<file path="src/rtl/cpu_run_ctrl.sv">
// Run-control sequencer: owns the core step enable and reset (HALT/RUN/STEP/RESETTING).
// Optional PC breakpoint is compiled in with `define CPU_RUN_CTRL_BREAKPOINT_EN.
module cpu_run_ctrl #(
    parameter int unsigned RESET_CYCLES = 16
) (
    input  logic        clk_in,
    input  logic        rst_in,
    input  logic        start_in,
    input  logic        halt_in,
    input  logic        reset_req_in,
    input  logic        step_in,
    input  logic        force_halt_in,
    input  logic [31:0] pc_in,
    input  logic [31:0] bp_addr_in,
    input  logic        bp_en_in,
    output logic        cpu_step_out,
    output logic        cpu_rst_out,
    output logic [1:0]  state_out,
    output logic        bp_hit_out,
    output logic [31:0] step_count_out
);
    localparam int unsigned RCW = (RESET_CYCLES > 1) ? $clog2(RESET_CYCLES) : 1;
    localparam logic [RCW-1:0] RC_LOAD = RCW'(RESET_CYCLES - 1);

    typedef enum logic [1:0] {
        S_HALT  = 2'd0,
        S_RUN   = 2'd1,
        S_STEP  = 2'd2,
        S_RESET = 2'd3
    } state_e;

    state_e         state_q, state_d;
    logic [RCW-1:0] rcnt_q, rcnt_d;
    logic [31:0]    cnt_q, cnt_d;
    logic           bp_hit_q, bp_hit_d;
    logic           hit;
    logic           step;

`ifdef CPU_RUN_CTRL_BREAKPOINT_EN
    logic armed_q, armed_d;
    logic pc_match;

    assign pc_match = (pc_in[31:2] == bp_addr_in[31:2]);
    assign hit      = (state_q == S_RUN) && bp_en_in && armed_q && pc_match;

    // Disarm on a hit so a later start resumes past the breakpoint instruction.
    always_comb begin
        armed_d = armed_q;
        if (hit)
            armed_d = 1'b0;
        else if (!pc_match)
            armed_d = 1'b1;
    end

    always_ff @(posedge clk_in or posedge rst_in) begin
        if (rst_in) armed_q <= 1'b1;
        else        armed_q <= armed_d;
    end

    assign bp_hit_out = bp_hit_q;
`else
    logic unused_bp;
    assign unused_bp  = ^{pc_in, bp_addr_in, bp_en_in, bp_hit_q};
    assign hit        = 1'b0;
    assign bp_hit_out = 1'b0;
`endif

    assign step           = (state_q == S_STEP) || ((state_q == S_RUN) && !hit);
    assign cpu_step_out   = step;
    assign cpu_rst_out    = (state_q == S_RESET);
    assign state_out      = state_q;
    assign step_count_out = cnt_q;

    always_comb begin
        state_d  = state_q;
        rcnt_d   = rcnt_q;
        cnt_d    = cnt_q + {31'd0, step};
        bp_hit_d = bp_hit_q;
        if (reset_req_in) begin
            state_d = S_RESET;
            rcnt_d  = RC_LOAD;
        end else begin
            unique case (state_q)
                S_RESET: begin
                    if (rcnt_q == '0) begin
                        state_d  = S_HALT;
                        cnt_d    = '0;
                        bp_hit_d = 1'b0;
                    end else begin
                        rcnt_d = rcnt_q - 1'b1;
                    end
                end
                S_HALT: begin
                    // Step stays legal under force-halt; only start is blocked by it.
                    if (halt_in) begin
                        state_d = S_HALT;
                    end else if (start_in && !force_halt_in) begin
                        state_d  = S_RUN;
                        bp_hit_d = 1'b0;
                    end else if (step_in) begin
                        state_d  = S_STEP;
                        bp_hit_d = 1'b0;
                    end
                end
                S_STEP: state_d = S_HALT;
                S_RUN: begin
                    if (hit) begin
                        state_d  = S_HALT;
                        bp_hit_d = 1'b1;
                    end
                    if (halt_in || force_halt_in)
                        state_d = S_HALT;
                end
                default: state_d = S_HALT;
            endcase
        end
    end

    always_ff @(posedge clk_in or posedge rst_in) begin
        if (rst_in) begin
            state_q  <= S_RESET;
            rcnt_q   <= RC_LOAD;
            cnt_q    <= '0;
            bp_hit_q <= 1'b0;
        end else begin
            state_q  <= state_d;
            rcnt_q   <= rcnt_d;
            cnt_q    <= cnt_d;
            bp_hit_q <= bp_hit_d;
        end
    end
endmodule

</file>
<file path="config.mk">
export PLATFORM = sky130hd
export DESIGN_NAME = cpu_run_ctrl
export DESIGN_NICKNAME = d
export VERILOG_FILES = /design/src/rtl/cpu_run_ctrl.sv
export SDC_FILE = /design/constraint.sdc
export NUM_CORES = 1
export LEC_CHECK = 0
export CAP_MARGIN = 20
export CORE_MARGIN = 3
export CORE_UTILIZATION = 40
export CTS_CLUSTER_DIAMETER = 30
export DETAILED_ROUTE_END_ITERATION = 8
export PLACE_DENSITY = 0.82
export SLEW_MARGIN = 30
export SYNTH_ARGS = -nofsm -noshare
export SYNTH_HDL_FRONTEND = slang
export SYNTH_SLANG_ARGS = --single-unit
</file>
<file path="constraint.sdc">
create_clock -name clk_in -period 2.8 [get_ports clk_in]
set_clock_uncertainty 0.2 [all_clocks]
set_input_delay 0.42 -clock clk_in [delete_from_list [all_inputs] [get_ports clk_in]]
set_output_delay 0.42 -clock clk_in [all_outputs]
set_load 0.05 [all_outputs]
</file>
==> results <==
- The leading cell type in the layout, fill and taps excluded is sky130_fd_sc_hd__clkdlybuf4s50_1.
- The final clock period utilization by the worst path is roughly 93%.
- The arrival time at the worst endpoint is roughly 2.6 ns.
- The count of buffers added on input and output ports is 42.
- During I/O placement, the number of pins put on the boundary was between 100 and 150.
- The clock network is responsible for ~16% of the overall power.
- The number of antenna diodes in the final layout is 0.
- Clock-pin slew was measured on the worst setup and hold paths at 0.07 ns.
- Counting along the longest clock path gives a buffer depth of 2.
- The proportion of power drawn by flip-flops and latches is a little over a third.
- The clock latency of the later-clocked register in the worst-skew pair is around 0.28 ns.
- The clock drives 38 sinks.
- The area of the die is between 0.006 and 0.007 mm².
- Power spread over the standard cell area amounts to a little under 900 mW/mm².
- CTS built an H-tree with a depth of 2.
- In this design, the stage delay of the slowest critical-path cell is approximately 0.57 ns.
- The hold buffer count at cts is 0.
- For this run, the leading register cell type out of synthesis is sky130_fd_sc_hd__dfrtp_1.
- The initial utilization of the core area, before any placement, comes to 43.0%.
- The die is between 70 and 80 µm tall.
- The async set-reset flop share out of synthesis is 100%.
- The growth of design area from synthesis to finish is 29.3%.
- The overall routing resource usage is 16.0%.
- Cell internal power was estimated by the tool at ~1.3 mW.
- The analysis attributes to net switching a power of roughly 1.1 mW.
- After technology mapping, the gate count stands at between 200 and 250.
- The class of the tightest hold or removal check is reg2reg.
- The cell sitting at the root of the clock tree is a sky130_fd_sc_hd__clkbuf_8.
- Setup violations remaining at the end of the flow were counted as 0.
- The area inside the core boundary is 0.00488 mm².
- The placed cell count is roughly 330.
- The per-cell routed wire length is 13.8 µm.
- After the first detailed-routing iteration, the DRC count stood at 100.
- The total half-perimeter wirelength after legalization and detailed placement is 3240 µm.
- Across the VDD grid, the largest voltage drop is roughly 0.62 mV.
- The critical path goes through inv_2 -> ha_4 -> ha_1 -> and4_1 -> nand4_1 -> buf_4 -> or4_1 -> a21oi_1.
- Dividing the detail-routed via count by the number of cells gives 5.32.
- The slew at the pin closest to its max-slew limit is approximately 0.53 ns.
- For the worst setup path, the data required time is ~2.8 ns.
- The first global-routing pass estimated around 8000 µm of wire.
- The last weighted congestion value of the routability-driven placer is around 0.79.
- The total count of hold-check failures in the final report is 0.
- In this run the core area contains 25 standard-cell rows.
- The number of nets with antenna violations after detailed routing is 0.
- The total of warnings raised by yosys is 0.
- The via count of the first global-routing pass came to around 1700.
- The startpoint identified for the worst hold timing path is rcnt_q[1]$_DFFE_PP1P_.
- TritonCTS built the clock tree.
- Cells fill 55.6% of the core in the end.
- Net switching is a little under half of the power.
- The tool flagged a number of max-cap violations equal to 0.
- The largest fanout on the critical path is 19.
- The total iterations of the first detailed-routing run is 4.
- The count of final max-slew check failures is 0.
- The pin count of the biggest net entering global routing is 39.
- In this run the cell area of the synthesized design comes to between 0.002 and 0.0025 mm².
- The highest-delay cell along the critical path is sky130_fd_sc_hd__dfstp_2.
- The number of flops mapped to enable cells by yosys is 0.
- The kind of start point of the critical path is a flip-flop.
- The number of distinct library cell variants in the gate-level netlist after synthesis is 39.
- The proportion of power drawn by combinational gates is 47.2%.
- The share of post-route cells with drive strength above 1 is 9.33%.
- After synthesis, flip-flops and latches occupy a little under half of the total area.
- The post-synth net total is between 300 and 400.
- The final instance count without filler cells is 335.
- The path type of the worst setup path is reg2reg.
- Measured against its own limit, the worst slew margin works out to 64.7%.
- The total of cells resized after clock tree synthesis is 0.
- The final layout contains 346 nets.
- Overall power consumption after layout is estimated at approximately 2.3 mW.
- Timing would allow up to 0.383 GHz.
- The total via count in the routed design is approximately 1800.
- In this run the worst setup path begins at state_out[0]$_DFFE_PP1P_.
- The CTS buffer count is 5.
- The number of antenna violations at the first check in global routing came to 0.
- Summed over all cells, the static leakage comes to between 1 and 1.5 nW.
- Setup repair after global routing left no endpoint under its margin.
- The flow ran to the end, and the final reports show no timing, DRC or antenna violations.
- The die width is about 80 µm.
- The worst register-to-register path begins at state_out[0]$_DFFE_PP1P_.
- STA classifies the critical path endpoint as a flip-flop.
- The setup TNS is 0 ns.
- The total routed wirelength is around 4600 µm.
- The synthesized area divided by synthesized cell count is about 9.4 µm².
- In the routed design, unresolved DRC markers number 0.
- Counting flops and latches in the post-synthesis netlist gives 38.
- The number of buffers inserted by post-CTS setup repair is 0.
- In the layout the commonest cells are 42 x sky130_fd_sc_hd__clkdlybuf4s50_1, 32 x sky130_fd_sc_hd__dfrtp_1, 22 x sky130_fd_sc_hd__nand2_1.
- Counting I/O delays and the setup requirement, the final critical path takes approximately 2.6 ns.
- Global routing finished with a remaining overflow of 0.
-- metal layers --
layer  GRT usage (%)  vias up  routed length (µm)
met5               0        -                   0
met3            3.44        2                 199
li1                -      894                   -
met1            22.4      851                2200
met4            4.72        0                  23
met2            24.9       36                2200
-- critical path, delay by kind of cell (launching register included) --
family | cells | cell delay, ns
fa+ha+maj | 2 | 0.44
flops | 1 | 0.57
compound gates | 1 | 0.16
simple gates | 3 | 0.90
buf+inv | 2 | 0.27
-- logic make-up (layout without fill, tap and decap cells) --
logic type	after synthesis	count (layout)	share of synthesized area, %
AO/OA/AOI/OAI	43	43	12.8
XOR/XNOR	13	13	5.43
adder cells (fa/ha/maj)	7	7	4.18
buffers and inverters	21	67	4.18
flip-flops	38	38	45.7
multiplexers	3	3	1.43
other	1	1	0.179
AND/OR/NAND/NOR	96	96	26.1
-- Yosys cell counts (all sizes together), types with 2 or more instances --
| cell type | instances | area share [%] |
|---|---|---|
| dfrtp | 32 | 38 |
| nand2 | 22 | 3.9 |
| a21oi | 17 | 4.1 |
| inv | 12 | 2.1 |
| or4 | 12 | 4.5 |
| nor2 | 11 | 2.0 |
| o31ai | 11 | 3.9 |
| nand3 | 9 | 2.4 |
| nand4 | 8 | 2.4 |
| ha | 7 | 4.2 |
| nor3 | 7 | 1.7 |
| xor2 | 7 | 2.9 |
| dfstp | 6 | 7.5 |
| o21ai | 6 | 1.4 |
| or3 | 6 | 1.8 |
| xnor2 | 6 | 2.5 |
| and2 | 5 | 1.5 |
| and4 | 5 | 2.1 |
| clkbuf | 5 | 0.90 |
| buf | 4 | 1.1 |
| o211ai | 4 | 1.4 |
| mux2i | 3 | 1.4 |
| nand2b | 3 | 0.90 |
| nor2b | 2 | 0.60 |
| nor4 | 2 | 0.90 |
| o21a | 2 | 0.72 |
-- power by group through the flow --
stage | combinational, mW | clock, mW | sequential (mW)
floorplan | 0.388 | 0 | 1.23
global placement | 1.09 | 0 | 0.859
detailed placement | 1.11 | 0 | 0.864
CTS | 1.12 | 0.393 | 0.854
global route | 1.19 | 0.411 | 0.885
finish | 1.11 | 0.383 | 0.855
-- state kept, by name, summed over array words and instances, names as in the netlist --
signal / cells
rcnt_q: 4
state_out: 2
step_count_out: 32
-- cell type report --
cell class                 instances  area [µm²]
clock buffer                       8        90.1
fill                             455        2170
inverter                          12        45.0
multi-input combinational        163        1080
sequential                        38         958
tap                               67        83.8
timing repair buffer              47         458
-- stage by stage --
step	hold WS [ns]	worst slack, ns	cell area, µm²
after detailed placement	0.309	0.205	2620
after CTS	0.317	0.178	2710
final	0.313	0.187	2710
after global routing	0.345	0.0396	2710
after global placement	0.300	0.232	2620
after floorplan	0.288	0.0145	2120
-- path summary, 6_finish.rpt --
path                                                end  slack [ns]  cells past startpoint
min in group asynchronous  step_count_out[28]$_DFF_PP0_        0.35                      3
hold reg to reg                   rcnt_q[1]$_DFFE_PP1P_        0.31                      2
setup / recovery           step_count_out[26]$_DFF_PP0_        0.19                      8
hold / removal                    rcnt_q[1]$_DFFE_PP1P_        0.31                      2
setup reg to reg           step_count_out[26]$_DFF_PP0_        0.19                      8
max in group asynchronous      state_out[1]$_DFFE_PP1P_        1.69                      3
Power figures use the tool's default switching activity.
